File: src/rtl/clock_gen_ctl.sv
// Per-channel divided root enables plus a debug clock-enable FSM (OFF/RUN/STEP/BURST).
// Single clock domain: outputs are enables that qualify downstream flops, never clocks.
module clock_gen_ctl #(
  parameter int unsigned NCH    = 4,
  parameter int unsigned DIVW   = 8,
  parameter int unsigned BURSTW = 16,
  parameter int unsigned DBGCW  = 16
) (
  input  logic             clk_in,
  input  logic             reset,
  input  logic             wr_conf,
  input  logic             wr_clk_sel,
  input  logic [31:0]      cfg_din,
  input  logic             ext_run_en,
  input  logic             step_req,
  output logic [NCH-1:0]   root_en,
  output logic             debug_en,
  output logic             debug_en_n,
  output logic             debug_busy,
  output logic [DBGCW-1:0] debug_cnt
);

  typedef enum logic [1:0] {
    StOff   = 2'd0,
    StRun   = 2'd1,
    StStep  = 2'd2,
    StBurst = 2'd3
  } dbg_state_e;

  // ---------------------------------------------------------------------------
  // Divider channels
  // ---------------------------------------------------------------------------
  logic [DIVW-1:0] div_q [NCH];
  logic [DIVW-1:0] div_d [NCH];
  logic [DIVW-1:0] cnt_q [NCH];
  logic [DIVW-1:0] cnt_d [NCH];

  always_comb begin
    for (int ch = 0; ch < NCH; ch++) begin
      root_en[ch] = (cnt_q[ch] == div_q[ch]);
      div_d[ch]   = div_q[ch];
      cnt_d[ch]   = root_en[ch] ? '0 : cnt_q[ch] + DIVW'(1);
      // Index comparison against the loop variable ignores indices >= NCH for free.
      if (wr_conf && (cfg_din[27:24] == 4'(ch))) begin
        div_d[ch] = cfg_din[DIVW-1:0];
        cnt_d[ch] = '0;
      end
    end
  end

  always_ff @(posedge clk_in) begin
    for (int ch = 0; ch < NCH; ch++) begin
      if (reset) begin
        div_q[ch] <= '0;
        cnt_q[ch] <= '0;
      end else begin
        div_q[ch] <= div_d[ch];
        cnt_q[ch] <= cnt_d[ch];
      end
    end
  end

  // ---------------------------------------------------------------------------
  // Debug enable FSM
  // ---------------------------------------------------------------------------
  dbg_state_e        state_q, state_d;
  logic [BURSTW-1:0] bcnt_q, bcnt_d;
  logic              step_q, step_d;
  logic              debug_en_q, debug_en_d;
  logic [DBGCW-1:0]  dbg_cnt_q, dbg_cnt_d;

  logic [BURSTW-1:0] burst_len;
  dbg_state_e        sel_mode;

  assign burst_len = cfg_din[16+:BURSTW];
  assign sel_mode  = dbg_state_e'(cfg_din[1:0]);

  always_comb begin
    state_d    = state_q;
    bcnt_d     = bcnt_q;
    step_d     = step_req;
    debug_en_d = 1'b0;
    dbg_cnt_d  = dbg_cnt_q + DBGCW'(debug_en_q);

    unique case (state_q)
      StOff:  debug_en_d = 1'b0;
      StRun:  debug_en_d = ext_run_en;
      StStep: debug_en_d = step_req & ~step_q;
      StBurst: begin
        // Leave BURST on the edge after the last pulse so busy covers every pulse cycle.
        if (bcnt_q == '0) begin
          state_d = StOff;
        end else if (ext_run_en) begin
          debug_en_d = 1'b1;
          bcnt_d     = bcnt_q - BURSTW'(1);
        end
      end
      default: state_d = StOff;
    endcase

    if (wr_clk_sel) begin
      // A mode write aborts a running burst without emitting a final pulse.
      if (state_q == StBurst) begin
        debug_en_d = 1'b0;
      end
      state_d = sel_mode;
      bcnt_d  = '0;
      if (sel_mode == StBurst) begin
        if (burst_len != '0) begin
          bcnt_d = burst_len;
        end else begin
          state_d = StOff;
        end
      end
    end
  end

  always_ff @(posedge clk_in) begin
    if (reset) begin
      state_q    <= StOff;
      bcnt_q     <= '0;
      step_q     <= 1'b0;
      debug_en_q <= 1'b0;
      dbg_cnt_q  <= '0;
    end else begin
      state_q    <= state_d;
      bcnt_q     <= bcnt_d;
      step_q     <= step_d;
      debug_en_q <= debug_en_d;
      dbg_cnt_q  <= dbg_cnt_d;
    end
  end

  assign debug_en   = debug_en_q;
  assign debug_en_n = ~debug_en_q;
  assign debug_busy = (state_q == StBurst);
  assign debug_cnt  = dbg_cnt_q;

  // Only some cfg_din fields are decoded, depending on the parameters.
  logic unused_cfg;
  assign unused_cfg = ^cfg_din;

endmodule

File: config.mk
export PLATFORM = sky130hd
export DESIGN_NAME = clock_gen_ctl
export DESIGN_NICKNAME = d
export VERILOG_FILES = /design/src/rtl/clock_gen_ctl.sv
export SDC_FILE = /design/constraint.sdc
export NUM_CORES = 1
export LEC_CHECK = 0
export CELL_PAD_IN_SITES_DETAIL_PLACEMENT = 1
export CELL_PAD_IN_SITES_GLOBAL_PLACEMENT = 2
export CORE_MARGIN = 10
export CORE_UTILIZATION = 36
export CTS_CLUSTER_SIZE = 12
export DETAILED_ROUTE_END_ITERATION = 10
export PLACE_DENSITY_LB_ADDON = 0.1
export SKIP_CTS_REPAIR_TIMING = 1
export SYNTH_ARGS = -nofsm -noshare
export SYNTH_HDL_FRONTEND = slang
export SYNTH_SLANG_ARGS = --single-unit
File: constraint.sdc
create_clock -name clk_in -period 4.9 [get_ports clk_in]
set_input_delay 1.47 -clock clk_in [delete_from_list [all_inputs] [get_ports clk_in]]
set_output_delay 1.47 -clock clk_in [all_outputs]
set_load 0.01 [all_outputs]
==> results of run 1 <==
[state kept, by name, indices dropped and copies added (netlist names)]
signal / cells
step_q: 1
div_q: 32
cnt_q: 32
debug_en: 1
debug_cnt: 16
state_q: 2
bcnt_q: 16
[final timing paths]
path                                   to  slack, ps
hold / removal     cnt_q[3][0]$_SDFF_PP0_        480
setup / recovery   cnt_q[2][7]$_SDFF_PP0_       1600
hold reg to reg    cnt_q[3][0]$_SDFF_PP0_        480
setup reg to reg  bcnt_q[14]$_SDFFE_PP0P_       2330
[final cells by class]
type / count / area share, %
multi-input combinational: 395 / 44.8
sequential: 100 / 35.5
timing repair buffer: 57 / 9.81
clock buffer: 11 / 4.48
tap: 172 / 3.82
clock inverter: 5 / 1.02
inverter: 9 / 0.599
[routing by layer]
layer  track usage [%]  part of all wire, %  wire length, µm
met5                 0                    0                0
met1              16.6                   45             5520
met4              4.23                  1.3              157
met3              3.73                  3.7              447
met2              23.9                   50             6040
[layout by cell type (no fill, tap or decap), types with 10 or more instances in the layout]
master	count
dfxtp_1	100
nor2_1	98
clkdlybuf4s50_1	51
nand3_1	27
xor2_1	26
nand4_1	14
mux2i_1	24
nor4_1	12
o21ai_0	11
and3_1	15
a21oi_1	26
xnor2_1	48
a211oi_1	10
nand2_1	20
[stage by stage]
| stage | util (%) | area, µm² | power, mW | setup WS, ps | std cells |
|---|---|---|---|---|---|
| CTS | 44.5 | 5640 | 1.83 | 1600 | 749 |
| finish | 44.5 | 5640 | 1.80 | 1600 | 749 |
| detailed placement | 42.1 | 5330 | 1.09 | 1230 | 733 |
| global placement | 42.1 | 5330 | 1.08 | 1240 | 733 |
| floorplan | - | 4670 | 0.999 | 2100 | 531 |
| global route | 44.5 | 5640 | 1.89 | 1410 | 749 |
[power groups by stage]
stage | combinational, mW | clock (mW) | sequential [mW]
after floorplan | 0.133 | 0 | 0.866
after global placement | 0.207 | 0 | 0.872
after detailed placement | 0.212 | 0 | 0.873
after CTS | 0.214 | 0.767 | 0.854
after global routing | 0.235 | 0.801 | 0.857
final | 0.210 | 0.740 | 0.854
[worst max-delay path: stages]
cell             delay, ps
clkdlybuf4s50_1        500
nor2_1                 270
nand3_1                300
nor2_1                 550
or3_1                  350
nor2_1                  90
[cells by family after synthesis]
kind of cell	after synthesis
xor+xnor	74
compound gates	68
mux	24
buf+inv	36
flops	100
simple gates	221
fa+ha+maj	8
==> flow_summary.ini, run 1 <==
[logic_synthesis]
synth_cell_types = 50
yosys-top-cells-area = dfxtp_1 43%, xnor2_1 9.0%, nor2_1 7.9%
synth-seq-area-share_pct = 42.9
synth_warnings = 0
synth_top_family_by_area = simple AND/OR/NAND/NOR gates
ys_seq_elements = 100
muxShareOfSynthArea_pct = 5.14
synth_most_common_cell = dfxtp_1
synth_top_cells_by_count = 100 x dfxtp_1, 98 x nor2_1, 48 x xnor2_1
async_reset_ff_share_pct = 0
synth_compound_area_share_pct = 9.27
synth_nets = 577
netlist.area_leader.share_pct = 42.9
synthCells = 531
ys.flop_type = dfxtp_1
synth_xor_xnor_area_share_pct = 13.9
yosysTopAreaCell = dfxtp_1
synth-adder-area-share_pct = 2.14
synthSimpleGateAreaFrac_pct = 23.6
syn_area_mm2 = 0.00467
synth-edff-count = 0
syn_area_per_cell_um2 = 8.80

[global_route]
grt_max_degree = 56
track_usage_pct = 13.9
grt_pass1_wl_um = 20700
grt_pass1_vias = 4103
antenna_found_initial = 0
grt_remaining_overflow = 0

[cts]
cts_buffers = 9
clockRootBuffer = clkbuf_16
clockBufferDepth = 2
htreeDepth = 3
path_clk_slew_ps = 70
tritoncts = done
numClockSinks = 100
clk-insertion-delay-late_ps = 350

[pwr]
power.density_mw_per_mm2 = 320
intPower_mw = 1.35
combinationalPowerShare_pct = 11.6
leakagePower_nw = 2.09
power.net_switching_uw = 451
switching_share_pct = 25.0
pwr-share-seq_pct = 47.3
clock_power_share_pct = 41.0
ir_worst_vdd_v = 0.000171

[min_path]
hp-start = cnt_q[3][0]$_SDFF_PP0_
min_path_type = reg2reg
holdPathStages = 1

[drt]
routedWlPerCell_um = 16.2
avgViaCountPerCell = 5.14
antenna_left = 0
routed_wl_um = 12200
drt_first_pass_iters = 4
drtIter0Drc = 136
routed-via-count = 3852
drc_errors = 0

[timing]
setup_tns_ps = 0
period_needed_ps = 3300
whs_ps = 482
grt_setup_unrepaired = no
period_share_pct = 67.4
hold_viol = 0
relSlewSlack_pct = 27.4
final-setup-viol-count = 0
skew_ps = 4.79
drv_slew = 0
tightest_slew_ps = 1090
fmax_ghz = 0.303

[placement]
hpwl_um = 8920
port_buffers = 52
place_congestion = 0.775

[die]
die_area_mm2 = 0.0179
dieHeight_um = 134
start_util_pct = 36.9
rows = 41
dieWidth_um = 134
io_pins = 61
core_mm2 = 0.0127

[setup_path]
endpoint_kind = register
worstSetupPathType = in2reg
r2r_start = bcnt_q[0]$_SDFFE_PP0P_
reg2reg_depth = 8
critPathLaunch = cfg_din[27]
cp_data_required_time_ps = 5130
critical_path.max_fanout = 9
worstPathArrival_ps = 3540
cp-start-kind = primary input

[finish]
drive_gt1_share_pct = 5.72
syn_to_final_growth_pct = 20.7
nets = 618
fillers = 1491
diodes = 0
multi_input_area_mm2 = 0.00252
regArea_mm2 = 0.00200

[run_status]
run_status = completed

[flow_run]
drv_cap = 0
Power figures use the tool's default switching activity.
==> inputs of run 2 (changes only) <==
- CORE_UTILIZATION: 36 -> 30
- clock period: 4.9 -> 3 ns (I/O delays scaled with it)
==> flow_summary.ini, run 2 (synthesis gave the netlist of run 1 again) <==
[drt]
drt_first_pass_iters = 4
drtIter0Drc = 98
avgViaCountPerCell = 5.03
drc_errors = 0
antenna_left = 0
routed-via-count = 3900
routed_wl_um = 13000
routedWlPerCell_um = 16.8

[pwr]
clock_power_share_pct = 41.4
switching_share_pct = 24.9
intPower_mw = 2.25
pwr-share-seq_pct = 46.6
p_total_mw = 3.00
combinationalPowerShare_pct = 12.0
ir_worst_vdd_v = 0.000272
power.net_switching_uw = 747
power.density_mw_per_mm2 = 521
leakagePower_nw = 2.14

[finish]
nets = 629
layout_common_cells = 100 x dfxtp_1, 98 x nor2_1, 51 x clkdlybuf4s50_1
final_core_util_pct = 37.8
final_cells = 775
fillers = 1761
largest_registers = cnt_q x32, div_q x32
syn_to_final_growth_pct = 23.1
final_common_cell = dfxtp_1
drive_gt1_share_pct = 6.98
diodes = 0

[placement]
hpwl_um = 9700
port_buffers = 52
post-place-ws_ps = 149
placedCellCount = 760
place_congestion = 0.781

[setup_path]
cp-start-kind = register
worstPathArrival_ps = 1840
worst_path_largest_cell_delay_ps = 580
cp_data_required_time_ps = 2100
worstSetupPathType = reg2out
endpoint_kind = primary output
path_buf_inv = 1
crit_family = buffers and inverters
cp_cell_sequence = xnor2_1 -> nand4_1 -> nor2_1 -> clkdlybuf4s50_1
critical_path.max_fanout = 5
slowest_stage = clkdlybuf4s50_1

[die]
rows = 45
start_util_pct = 30.7
dieHeight_um = 145
dieWidth_um = 145
die_area_mm2 = 0.0210
core_mm2 = 0.0152
io_pins = 61

[timing]
skew_ps = 8.65
setup_tns_ps = 0
tightest_slew_ps = 658
period_needed_ps = 2740
grt_setup_unrepaired = no
drv_slew = 0
final-setup-viol-count = 0
relSlewSlack_pct = 55.7
fmax_ghz = 0.365
layout_setup_ws_ps = 257
hold_viol = 0
period_share_pct = 91.4

[global_route]
grt_max_degree = 28
grt_pass1_vias = 4038
grt_remaining_overflow = 0
antenna_found_initial = 0
track_usage_pct = 12.8
grt_pass1_wl_um = 21300

[cts]
clk-insertion-delay-late_ps = 350
htreeDepth = 3
clockBufferDepth = 2
clockRootBuffer = clkbuf_16
path_clk_slew_ps = 70
cts_buffers = 9
tritoncts = done
numClockSinks = 100

[run_status]
run_status = completed

[flow_run]
drv_cap = 0

[min_path]
min_path_type = reg2reg
[run 2: cell types whose count changed in the layout (fill, tap and decap cells not counted)]
cell and delta:
buf_12 +1, buf_4 +10, bufinv_16 +1, clkbuf_1 +2
clkbuf_8 -2, clkinv_2 -1, clkinv_4 -1
[run 2: layout make-up]
type / instances / area (µm²) / share of cell area (%)
multi-input cells: 395 / 2520 / 43.9
flip-flops and latches: 100 / 2000 / 34.8
repair buffers: 68 / 648 / 11.3
well taps: 188 / 235 / 4.09
clock buffers: 11 / 233 / 4.05
clock inverters: 4 / 73.8 / 1.28
inverters: 9 / 33.8 / 0.587
[run 2: power by group through the flow]
stage               Clock, mW  Sequential [mW]  Combinational (mW)
floorplan                   0             1.41               0.217
global placement            0             1.42               0.359
detailed placement          0             1.43               0.364
CTS                      1.30             1.40               0.366
global route             1.35             1.40               0.402
finish                   1.24             1.40               0.360
[run 2: path summary, 6_finish.rpt]
| path | start | end | slack, ps | depth (start not counted) |
|---|---|---|---|---|
| worst max-delay path | cnt_q[1][1]$_SDFF_PP0_ | root_en[1] | 260 | 4 |
| worst min-delay path | cnt_q[3][0]$_SDFF_PP0_ | cnt_q[3][0]$_SDFF_PP0_ | 490 | 1 |
| worst max register to register | bcnt_q[0]$_SDFFE_PP0P_ | bcnt_q[14]$_SDFFE_PP0P_ | 810 | 7 |
| worst min register to register | cnt_q[3][0]$_SDFF_PP0_ | cnt_q[3][0]$_SDFF_PP0_ | 490 | 1 |
[run 2: routing by layer]
layer / vias to the layer above / wire length, µm / GRT usage (%)
met5: - / 0 / 0
met4: 0 / 141 / 3.19
met3: 11 / 478 / 3.88
met2: 46 / 5880 / 20.1
met1: 1898 / 6490 / 16.8
li1: 1945 / - / -
[run 2: metrics by stage]
| step | hold WS, ps | area [µm²] |
|---|---|---|
| final | 490 | 5750 |
| after global routing | 517 | 5750 |
| after CTS | 493 | 5750 |
| after detailed placement | 476 | 5440 |
| after global placement | 462 | 5440 |
| after floorplan | 437 | 4670 |
